$ cat src/rtl/slot_game_ctrl_pkg.sv
// Shared types and widths for the slot-machine game sequencer.
package slot_pkg;

  localparam int SYM_W    = 2;
  localparam int CREDIT_W = 10;
  localparam int PAY_W    = 6;

  typedef enum logic [2:0] {
    IDLE   = 3'd0,
    RUN3   = 3'd1,
    RUN2   = 3'd2,
    RUN1   = 3'd3,
    EVAL   = 3'd4,
    PAYOUT = 3'd5
  } state_t;

  // Bet cycles 1 -> 2 -> 3 -> 1.
  function automatic logic [1:0] next_bet(input logic [1:0] b);
    return (b == 2'd3) ? 2'd1 : b + 2'd1;
  endfunction

  // Reels stop in order 0, 1, 2; after the last stop the spin is evaluated.
  function automatic state_t next_run_state(input state_t s);
    case (s)
      RUN3:    return RUN2;
      RUN2:    return RUN1;
      default: return EVAL;
    endcase
  endfunction

endpackage

$ cat src/rtl/slot_game_ctrl_if.sv
// Player/display bundle of the slot-machine sequencer: buttons and frame tick in, game state out.
interface slot_game_ctrl_if;
  import slot_pkg::*;

  // No valid/ready here: buttons are synchronous levels acted on at their rising
  // edge, frame_tick is a one-cycle pulse, and every output is a registered level.
  logic                frame_tick;
  logic                btn_bet;
  logic                btn_spin;
  logic                btn_cashout;
  logic [CREDIT_W-1:0] credit;
  logic [1:0]          bet;
  logic [SYM_W-1:0]    reel0;
  logic [SYM_W-1:0]    reel1;
  logic [SYM_W-1:0]    reel2;
  logic [2:0]          reel_run;
  logic                stop;
  logic                win;
  logic [PAY_W-1:0]    payout;
  logic [2:0]          state_o;

  modport master (
    output frame_tick, btn_bet, btn_spin, btn_cashout,
    input  credit, bet, reel0, reel1, reel2, reel_run, stop, win, payout, state_o
  );

  modport slave (
    input  frame_tick, btn_bet, btn_spin, btn_cashout,
    output credit, bet, reel0, reel1, reel2, reel_run, stop, win, payout, state_o
  );

endinterface

$ cat src/rtl/slot_game_ctrl_reel_stepper.sv
// One reel: a symbol register advanced once every PERIOD frame ticks while running.
module reel_stepper
  import slot_pkg::*;
#(
  parameter int PERIOD = 4
) (
  input  logic             clk,
  input  logic             rst,
  input  logic             clear,
  input  logic             run,
  input  logic             frame_tick,
  output logic [SYM_W-1:0] sym
);

  localparam int CNT_W = (PERIOD > 1) ? $clog2(PERIOD) : 1;
  localparam logic [CNT_W-1:0] LAST = CNT_W'(PERIOD - 1);

  logic [CNT_W-1:0] cnt;

  // clear only restarts the period; the symbol carries over from the previous spin.
  always_ff @(posedge clk or posedge rst) begin
    if (rst) begin
      cnt <= '0;
      sym <= '0;
    end else if (clear) begin
      cnt <= '0;
    end else if (run && frame_tick) begin
      if (cnt == LAST) begin
        cnt <= '0;
        sym <= sym + SYM_W'(1);
      end else begin
        cnt <= cnt + CNT_W'(1);
      end
    end
  end

endmodule

$ cat src/rtl/slot_game_ctrl.sv
// Slot-machine game sequencer: credit/bet, spin timing, staggered reel stops, win evaluation, payout.
module slot_game_ctrl
  import slot_pkg::*;
#(
  parameter int START_CREDIT = 100,
  parameter int MAX_CREDIT   = 999,
  parameter int SPIN_FRAMES  = 90,
  parameter int STOP_GAP     = 30,
  parameter int STEP_FRAMES  = 4,
  parameter int PAY_TRIPLE   = 10,
  parameter int PAY_PAIR     = 2
) (
  input logic        clk,
  input logic        rst,
  slot_game_ctrl_if.slave bus
);

  localparam int FC_MAX = (SPIN_FRAMES > STOP_GAP) ? SPIN_FRAMES : STOP_GAP;
  localparam int FC_W   = $clog2(FC_MAX + 1);

  localparam logic [FC_W-1:0]     SPIN_LIM    = FC_W'(SPIN_FRAMES);
  localparam logic [FC_W-1:0]     GAP_LIM     = FC_W'(STOP_GAP);
  localparam logic [CREDIT_W-1:0] CREDIT_INIT = CREDIT_W'(START_CREDIT);
  localparam logic [CREDIT_W-1:0] CREDIT_MAX  = CREDIT_W'(MAX_CREDIT);
  localparam logic [CREDIT_W-1:0] CREDIT_ONE  = CREDIT_W'(1);
  localparam logic [PAY_W-1:0]    TRIPLE_K    = PAY_W'(PAY_TRIPLE);
  localparam logic [PAY_W-1:0]    PAIR_K      = PAY_W'(PAY_PAIR);
  localparam logic [PAY_W-1:0]    PAY_ONE     = PAY_W'(1);

  state_t              state, state_d;
  logic [CREDIT_W-1:0] credit, credit_d;
  logic [1:0]          bet, bet_d;
  logic [2:0]          run, run_d;
  logic                win, win_d;
  logic [PAY_W-1:0]    payout, payout_d;
  logic [PAY_W-1:0]    remain, remain_d;
  logic [FC_W-1:0]     fcnt, fcnt_d;
  logic [FC_W-1:0]     fcnt_inc;
  logic [FC_W-1:0]     stage_lim;
  logic [PAY_W-1:0]    pay;
  logic                clear_steps;
  logic [SYM_W-1:0]    reel [3];

  // Button edge detect, bit order {cashout, spin, bet}.
  logic [2:0] btn_r, btn_prev, btn_edge;
  logic       bet_edge, spin_edge, cash_edge;

  always_ff @(posedge clk or posedge rst) begin
    if (rst) begin
      btn_r    <= '0;
      btn_prev <= '0;
    end else begin
      btn_r    <= {bus.btn_cashout, bus.btn_spin, bus.btn_bet};
      btn_prev <= btn_r;
    end
  end

  assign btn_edge  = btn_r & ~btn_prev;
  assign bet_edge  = btn_edge[0];
  assign spin_edge = btn_edge[1];
  assign cash_edge = btn_edge[2];

  always_ff @(posedge clk or posedge rst) begin
    if (rst) begin
      state  <= IDLE;
      credit <= CREDIT_INIT;
      bet    <= 2'd1;
      run    <= '0;
      win    <= 1'b0;
      payout <= '0;
      remain <= '0;
      fcnt   <= '0;
    end else begin
      state  <= state_d;
      credit <= credit_d;
      bet    <= bet_d;
      run    <= run_d;
      win    <= win_d;
      payout <= payout_d;
      remain <= remain_d;
      fcnt   <= fcnt_d;
    end
  end

  always_comb begin
    state_d     = state;
    credit_d    = credit;
    bet_d       = bet;
    run_d       = run;
    win_d       = win;
    payout_d    = payout;
    remain_d    = remain;
    fcnt_d      = fcnt;
    clear_steps = 1'b0;
    pay         = '0;
    fcnt_inc    = fcnt + FC_W'(1);
    stage_lim   = (state == RUN3) ? SPIN_LIM : GAP_LIM;

    case (state)
      IDLE: begin
        // A rejected spin still swallows any bet/cashout edge of the same cycle.
        if (spin_edge) begin
          if (credit >= CREDIT_W'(bet)) begin
            credit_d    = credit - CREDIT_W'(bet);
            win_d       = 1'b0;
            payout_d    = '0;
            run_d       = 3'b111;
            fcnt_d      = '0;
            clear_steps = 1'b1;
            state_d     = RUN3;
          end
        end else if (cash_edge) begin
          credit_d = '0;
        end else if (bet_edge) begin
          bet_d = next_bet(bet);
        end
      end

      RUN3, RUN2, RUN1: begin
        if (bus.frame_tick) fcnt_d = fcnt_inc;
        // A tick on the exit cycle still steps the reel: the stepper sees run high this cycle.
        if (spin_edge || (bus.frame_tick && fcnt_inc == stage_lim)) begin
          fcnt_d  = '0;
          run_d   = {run[1:0], 1'b0};
          state_d = next_run_state(state);
        end
      end

      EVAL: begin
        if (reel[0] == reel[1] && reel[1] == reel[2]) begin
          pay = PAY_W'(bet) * TRIPLE_K;
        end else if (reel[0] == reel[1] || reel[1] == reel[2]) begin
          pay = PAY_W'(bet) * PAIR_K;
        end
        payout_d = pay;
        remain_d = pay;
        win_d    = (pay != '0);
        state_d  = (pay != '0) ? PAYOUT : IDLE;
      end

      PAYOUT: begin
        // Reaching the ceiling ends the payout; the unpaid remainder is dropped.
        if (remain == '0 || credit >= CREDIT_MAX) begin
          state_d = IDLE;
        end else if (bus.frame_tick) begin
          credit_d = credit + CREDIT_ONE;
          remain_d = remain - PAY_ONE;
          if (remain_d == '0 || credit_d == CREDIT_MAX) state_d = IDLE;
        end
      end

      default: state_d = IDLE;
    endcase
  end

  for (genvar k = 0; k < 3; k++) begin : g_reel
    reel_stepper #(
      .PERIOD(STEP_FRAMES + k)
    ) u_reel (
      .clk       (clk),
      .rst       (rst),
      .clear     (clear_steps),
      .run       (run[k]),
      .frame_tick(bus.frame_tick),
      .sym       (reel[k])
    );
  end

  assign bus.credit   = credit;
  assign bus.bet      = bet;
  assign bus.reel0    = reel[0];
  assign bus.reel1    = reel[1];
  assign bus.reel2    = reel[2];
  assign bus.reel_run = run;
  assign bus.stop     = ~|run;
  assign bus.win      = win;
  assign bus.payout   = payout;
  assign bus.state_o  = state;

endmodule

$ cat src/flat_wrapper.sv
// flat-port wrapper written by rule: the top's interface ports become plain ports
module slot_game_ctrl_flat import slot_pkg::*;
#(
  parameter int START_CREDIT = 100,
  parameter int MAX_CREDIT   = 999,
  parameter int SPIN_FRAMES  = 90,
  parameter int STOP_GAP     = 30,
  parameter int STEP_FRAMES  = 4,
  parameter int PAY_TRIPLE   = 10,
  parameter int PAY_PAIR     = 2
)
  (clk, rst, bus_frame_tick, bus_btn_bet, bus_btn_spin, bus_btn_cashout, bus_credit, bus_bet, bus_reel0, bus_reel1, bus_reel2, bus_reel_run, bus_stop, bus_win, bus_payout, bus_state_o);
  slot_game_ctrl_if bus_i ();
  input logic clk;
  input logic rst;
  input wire logic [$bits(bus_i.frame_tick)-1:0] bus_frame_tick;
  input wire logic [$bits(bus_i.btn_bet)-1:0] bus_btn_bet;
  input wire logic [$bits(bus_i.btn_spin)-1:0] bus_btn_spin;
  input wire logic [$bits(bus_i.btn_cashout)-1:0] bus_btn_cashout;
  output wire logic [$bits(bus_i.credit)-1:0] bus_credit;
  output wire logic [$bits(bus_i.bet)-1:0] bus_bet;
  output wire logic [$bits(bus_i.reel0)-1:0] bus_reel0;
  output wire logic [$bits(bus_i.reel1)-1:0] bus_reel1;
  output wire logic [$bits(bus_i.reel2)-1:0] bus_reel2;
  output wire logic [$bits(bus_i.reel_run)-1:0] bus_reel_run;
  output wire logic [$bits(bus_i.stop)-1:0] bus_stop;
  output wire logic [$bits(bus_i.win)-1:0] bus_win;
  output wire logic [$bits(bus_i.payout)-1:0] bus_payout;
  output wire logic [$bits(bus_i.state_o)-1:0] bus_state_o;
  assign bus_i.frame_tick = bus_frame_tick;
  assign bus_i.btn_bet = bus_btn_bet;
  assign bus_i.btn_spin = bus_btn_spin;
  assign bus_i.btn_cashout = bus_btn_cashout;
  assign bus_credit = bus_i.credit;
  assign bus_bet = bus_i.bet;
  assign bus_reel0 = bus_i.reel0;
  assign bus_reel1 = bus_i.reel1;
  assign bus_reel2 = bus_i.reel2;
  assign bus_reel_run = bus_i.reel_run;
  assign bus_stop = bus_i.stop;
  assign bus_win = bus_i.win;
  assign bus_payout = bus_i.payout;
  assign bus_state_o = bus_i.state_o;
  slot_game_ctrl #(.START_CREDIT(START_CREDIT), .MAX_CREDIT(MAX_CREDIT), .SPIN_FRAMES(SPIN_FRAMES), .STOP_GAP(STOP_GAP), .STEP_FRAMES(STEP_FRAMES), .PAY_TRIPLE(PAY_TRIPLE), .PAY_PAIR(PAY_PAIR)) u_core (.clk(clk), .rst(rst), .bus(bus_i));
endmodule
$ cat config.mk
export PLATFORM = sky130hd
export DESIGN_NAME = slot_game_ctrl_flat
export DESIGN_NICKNAME = d
export VERILOG_FILES = /design/src/rtl/slot_game_ctrl_pkg.sv /design/src/rtl/slot_game_ctrl_if.sv /design/src/rtl/slot_game_ctrl_reel_stepper.sv /design/src/rtl/slot_game_ctrl.sv /design/src/flat_wrapper.sv
export SDC_FILE = /design/constraint.sdc
export NUM_CORES = 1
export LEC_CHECK = 0
export ABC_AREA = 1
export CORE_MARGIN = 5
export CORE_UTILIZATION = 50
export DETAILED_ROUTE_END_ITERATION = 10
export HOLD_SLACK_MARGIN = 0.12
export PLACE_DENSITY = 0.74
export SYNTH_ARGS = -nofsm -noshare
export SYNTH_HDL_FRONTEND = slang
export SYNTH_SLANG_ARGS = --single-unit
$ cat constraint.sdc
create_clock -name clk -period 2.2 [get_ports clk]
set_input_delay 0.44 -clock clk [delete_from_list [all_inputs] [get_ports clk]]
set_output_delay 0.44 -clock clk [all_outputs]
set_load 0.01 [all_outputs]
== Word-level counts from Yosys, hierarchy flattened ==
Index checks and enable logic that the tools add are counted.

* Register bits: 58
* Bits in latches: 0
* RAM bits: 0
* Bits in read-only memories: 0
* Input port bits: 6
* Output and inout port bits: 32
* Word-level logic and storage cells: 141
* Memories: 0

* Add/subtract/negate cells: 11
* Multipliers: 1
* Div/mod/pow operators: 0
* Order comparisons: 2
* Eq/ne operators: 23
* Shift-type cells: 0
* Muxes and demuxes: 50
* Bitwise logic cells: 5
* Reductions and logical operators: 33

{| class="wikitable"
|+ Operators by type and width
! kind !! number
|-
| $mux W3 || 17
|-
| $mux W10 || 5
|-
| $mux W6 || 6
|-
| $mux W7 || 5
|-
| $pmux W6 S2 || 2
|-
| $pmux W10 S2 || 1
|-
| $reduce_and A3 Y1 || 5
|-
| $pmux W7 S2 || 1
|-
| $reduce_bool A2 Y1 || 7
|-
| $eq A3 B3 Y1 const B || 4
|-
| $logic_not A6 Y1 || 2
|-
| $pmux W3 S2 || 2
|-
| $pmux W3 S4 || 1
|-
| $reduce_and A4 Y1 || 3
|-
| $add A10 B1 Y10 const B || 1
|-
| $add A2 B1 Y2 const B || 5
|-
| $eq A10 B10 Y1 const B || 1
|-
| $ge A10 B10 Y1 const B || 1
|-
| $ge A10 B2 Y1 || 1
|-
| $reduce_and A5 Y1 || 2
|-
| $sub A10 B2 Y10 || 1
|-
| $mux W2 || 4
|-
| $add A7 B1 Y7 const B || 1
|-
| $eq A7 B7 Y1 || 1
|-
| other kinds (23) || 46
|}

== Longest topological paths before layout ==
* Word-level depth: 8
* Mapped depth: 14
* Depth with buffers taken out: 14

== Hierarchy ==
Synthesis repeated with hierarchy kept, for this count alone.

* Cells, all modules: 511
* Area total of the unflattened synthesis: 3,744.8 sq um

{| class="wikitable"
|+ Modules (own cells, without submodules)
! module !! instances !! cells an instance !! area an instance (sq um) !! sequential area each (sq um)
|-
| slot_game_ctrl || 1 || 404 || 2,939.1 || 1,056.0
|-
| reel_stepper (u_core.g_reel[2].u_reel) || 1 || 40 || 291.5 || 125.1
|-
| reel_stepper (u_core.g_reel[1].u_reel) || 1 || 38 || 290.3 || 125.1
|-
| reel_stepper (u_core.g_reel[0].u_reel) || 1 || 29 || 224.0 || 100.1
|}

== Worst setup path after synthesis ==
Ideal clock, no wire load.

* Kind: register to register
* Start: reg u_core.bet[0] (netlist: u_core.bus.bet[0])
* End: reg u_core.credit[9] (netlist: u_core.bus.credit[9])
* Library setup time: 65 ps
* Arrival time: 2,115 ps
* Data required time: 2,135 ps
* Slack: 19 ps
* Stages on the path, launching flop included: 14
* Buffers on the path: 1
* Clock period less this slack: 2,181 ps
* Cell sequence: dfstp_2 ha_1 inv_1 fa_1 inv_1 nand3_2 nor2_2 nand3_2 nand2_4 o31ai_4 nand2_4 buf_6 nand2_1 nand2_1

* Cells in the longest elaborated chain, start to end: 4
* Elaborated cells between the ends (all ways): 7
* Classes of those cells: 1 x add/sub; 1 x order compare; 1 x eq/ne; 3 x mux; 1 x reduce/logical

{| class="wikitable"
|+ Ends and longest elaborated chain
! element !! RTL line !! text
|-
| from (decl) || slot_game_ctrl.sv:32 || <nowiki>logic [1:0] bet, bet_d;</nowiki>
|-
| from (signal assigned) || slot_game_ctrl.sv:76 || <nowiki>bet <= bet_d;</nowiki>
|-
| $sub A10 B2 Y10 || slot_game_ctrl.sv:104 || <nowiki>credit_d = credit - CREDIT_W'(bet);</nowiki>
|-
| $mux W10 || slot_game_ctrl.sv:103 || <nowiki>if (credit >= CREDIT_W'(bet)) begin</nowiki>
|-
| $mux W10 || slot_game_ctrl.sv:102 || <nowiki>if (spin_edge) begin</nowiki>
|-
| $pmux W10 S2 || slot_game_ctrl.sv:99 || <nowiki>case (state)</nowiki>
|-
| to (signal assigned) || slot_game_ctrl.sv:75 || <nowiki>credit <= credit_d;</nowiki>
|-
| to (decl) || slot_game_ctrl.sv:31 || <nowiki>logic [CREDIT_W-1:0] credit, credit_d;</nowiki>
|}

Several ways; a longest one is shown, not always the timed one. The select of a mux whose other input is x is not followed.
A chain may end at the register's enable or synchronous reset.

== Worst setup path in the final report ==
* Start: reg u_core.bet[0] (netlist: u_core.bus.bet[0])
* End: reg u_core.credit[7] (netlist: u_core.bus.credit[7])

Same word-level chain as after synthesis.

==> results.json <==
{
  "ys_ff_latch": 56,
  "whs_path_depth": 0,
  "setup_viol": 0,
  "power.density_nw_per_um2": 1290,
  "postSynthCellCount": 492,
  "fin_tns_setup_ns": 0,
  "required_ns": 2.41,
  "core_area_um2": 7210,
  "grt_max_degree": 38,
  "fill_cells": 677,
  "cts_made_buffers": 5,
  "cts.sink_count": 56,
  "routed_via_density": 5.08,
  "total_power_w": 0.00555,
  "critPathTopFamily": "flip-flops",
  "clockRootBuffer": "clkbuf_8",
  "dp_hpwl_mm": 6.02,
  "synth_top_family_by_area": "simple AND/OR/NAND/NOR gates",
  "ys_seq_area_share_pct": 38.3,
  "crit_cells": 12,
  "netlist_area_um2": 3670,
  "synth.distinct_cells": 40,
  "fp.dieH_um": 95.7,
  "htree_levels": 2,
  "antenna_left": 0,
  "routedWlPerCell_um": 12.7,
  "path_class": "reg2reg",
  "worstPathCellList": "ha_4 -> inv_2 -> fa_2 -> inv_2 -> nand3_4 -> nor2_4 -> nand3_2 -> nand2_4 -> o31ai_4 -> buf_4 -> nand3_1 -> nand2_1",
  "synth.yosys.warnings": 0,
  "grt_pass1_wl_mm": 13.8,
  "drv_slew": 0,
  "synth_xor_area_share_pct": 2.86,
  "synthSimpleGateAreaFrac_pct": 35.5,
  "synth_mux_area_share_pct": 0,
  "critical_path_arrival_ns": 2.36,
  "hold_viol": 0,
  "p_leak_nw": 2.08,
  "fin_crit_ns": 2.15,
  "skew_ns": 0.0117,
  "maxCapViolCount": 0,
  "slew-limit-headroom_pct": 63.8,
  "antenna_found_initial": 0,
  "yosysTopAreaCell": "dfrtp_1",
  "crit_fanout": 6,
  "slowest_delay_ns": 0.57,
  "route.detailed.drc": 0,
  "routed_wl_mm": 8.03,
  "path_clk_slew_ns": 0.11,
  "drt_iter0_drc": 117,
  "wl_met2_mm": 3.76,
  "synth.top_cells.by_area": "dfrtp_1 35%, nand2_1 16%, nand3_1 6.3%",
  "synth_fa_ha_area_share_pct": 4.63,
  "clkLatencyLatePin_ns": 0.32,
  "fmax_ghz": 0.464,
  "cp_common_cell": "inv_2",
  "layout.cells.non_filler": 632,
  "vias": 3208,
  "ctsHoldBuffers": 0,
  "status": "completed",
  "io_buffers": 35,
  "slowest_stage": "dfstp_2",
  "fin_crit_sh_pct": 97.9,
  "rsz0062_at_grt": "yes",
  "wl_met1_mm": 3.79,
  "top_layer_used": "met4",
  "antenna_cells": 0,
  "area_growth_pct": 16.9,
  "crit_path_end_kind": "register",
  "die-area_um2": 9160,
  "die_x_um": 95.7,
  "crit_buf_inv": 3,
  "clock_path_buffers": 2,
  "final_nets": 551,
  "place_congestion": 0.915,
  "synth_compound_area_share_pct": 9.37,
  "synth.avg_cell_area_um2": 7.47,
  "startpoint_type": "register",
  "start_util_pct": 50.9,
  "layout-drive-gt1-share_pct": 14.4,
  "firstDrtPassIters": 4,
  "irDropWorstVdd_mv": 0.535,
  "place_inst": 622,
  "wl_met3_um": 390,
  "ios": 38,
  "grt_pass1_vias": 2974,
  "utilization_pct": 59.5,
  "cts_tree": "done",
  "row_count": 31,
  "grt-ovfl-total": 0,
  "grt.total_usage_pct": 18.9,
  "hold_class": "reg2reg",
  "worst_pin_slew_ns": 0.541,
  "yosysTopAreaCellShare_pct": 35.4,
  "r2r_cells": 12
}
## where the power goes
group          internal [W]  switching, W  total [W]
registers           0.00137      0.000396    0.00177
clock network      0.000223      0.000348   0.000571
logic               0.00130       0.00192    0.00322
total               0.00289       0.00267    0.00555
## metal layers
layer | track usage [%] | vias to the layer above
li1 | - | 1660
met3 | 3.28 | 10
met4 | 4.86 | 0
met2 | 31.5 | 75
met1 | 25.4 | 1463
met5 | 0 | -
## flip-flops by register name, summed over array words and instances (netlist names)
signal	flops
u_core.bus.win	1
u_core.g_reel.u_reel.cnt	8
u_core.bus.reel_run	3
u_core.btn_prev	3
u_core.bus.credit	10
u_core.bus.payout	4
u_core.fcnt	7
u_core.btn_r	3
u_core.bus.bet	2
u_core.g_reel.u_reel.sym	6
u_core.remain	6
u_core.bus.state_o	3
## logic make-up after synthesis
kind of cell | after synthesis
buf+inv | 74
simple gates | 284
xor+xnor | 12
compound gates | 52
other cells | 1
flops | 56
fa+ha+maj | 13
## synth_stat cells, drive strengths merged
library cell,n
conb,1
ha,12
fa,1
and2,1
nand3,51
o211ai,3
o22ai,2
nand2,166
dfstp,4
nor3,2
clkinv,1
nand4,14
o21bai,1
nor2,48
inv,58
xnor2,3
a21oi,9
and3,1
a32oi,1
buf,14
xor2,9
o31ai,2
dfrtp,52
o21ai,34
clkbuf,1
nand3b,1
## stage by stage
stage | hold slack (ns) | area (µm²) | setup WS [ns]
after floorplan | 0.354 | 3680 | 0.0194
after global placement | 0.358 | 4120 | 0.0699
after detailed placement | 0.373 | 4120 | 0.00431
after CTS | 0.395 | 4230 | 0.00328
after global routing | 0.402 | 4290 | -0.0416
final | 0.397 | 4290 | 0.0471
## layout by cell type (no fill, tap or decap), types with 2 or more instances in the layout
master and instances:
a21oi_4 2, xnor2_1 3, nor3_1 2, nand3_4 2, nand2_1 154, nand3_2 3, xor2_1 9, dfstp_2 4
nor2_4 5, buf_4 10, ha_1 11, conb_1 2, o21ai_2 9, nand3_1 46, nor2_2 8, clkinv_2 2
nand2_4 6, o21ai_0 24, dfrtp_1 52, o211ai_1 3, nand2_2 7, o22ai_1 2, nor2_1 34, nand4_1 14
a21oi_1 7, inv_2 7, inv_1 51, clkbuf_8 5, clkdlybuf4s50_1 35
## timing repair
action | CTS | global route
setup endpoints to repair | 6 | 39
pin swaps | 2 | 1
setup buffers | 0 | 1
gates cloned | 1 | 0
gates resized for setup | 4 | 16
## path summary, 6_finish.rpt
path	startpoint	end	slack, ns
max	u_core.bus.bet[0]$_DFFE_PP1P_	u_core.bus.credit[7]$_DFFE_PP0P_	0.05
min	u_core.btn_r[0]$_DFF_PP0_	u_core.btn_prev[0]$_DFF_PP0_	0.40
max reg2reg	u_core.bus.bet[0]$_DFFE_PP1P_	u_core.bus.credit[7]$_DFFE_PP0P_	0.05
min reg2reg	u_core.btn_r[0]$_DFF_PP0_	u_core.btn_prev[0]$_DFF_PP0_	0.40
max in group asynchronous	rst	u_core.bus.credit[5]$_DFFE_PP1P_	1.15
min in group asynchronous	rst	u_core.g_reel[2].u_reel.cnt[0]$_DFFE_PP0P_	0.43
## worst reg2reg max path: stages (launching register included)
cell and delay (ns):
dfstp_2 0.57, ha_4 0.13, inv_2 0.04, fa_2 0.34, inv_2 0.09, nand3_4 0.09, nor2_4 0.12, nand3_2 0.11
nand2_4 0.11, o31ai_4 0.14, buf_4 0.18, nand3_1 0.06, nand2_1 0.05
## layout make-up
cell class                 count  area, µm²  area share [%]
multi-input combinational    364       2010            46.8
sequential                    56       1410            32.8
clock buffer                   5       68.8            1.60
inverter                      59        221            5.16
timing repair buffer          46        445            10.4
clock inverter                 3       18.8           0.437
tap                           99        124            2.88
(Power assumes the default switching activity.)
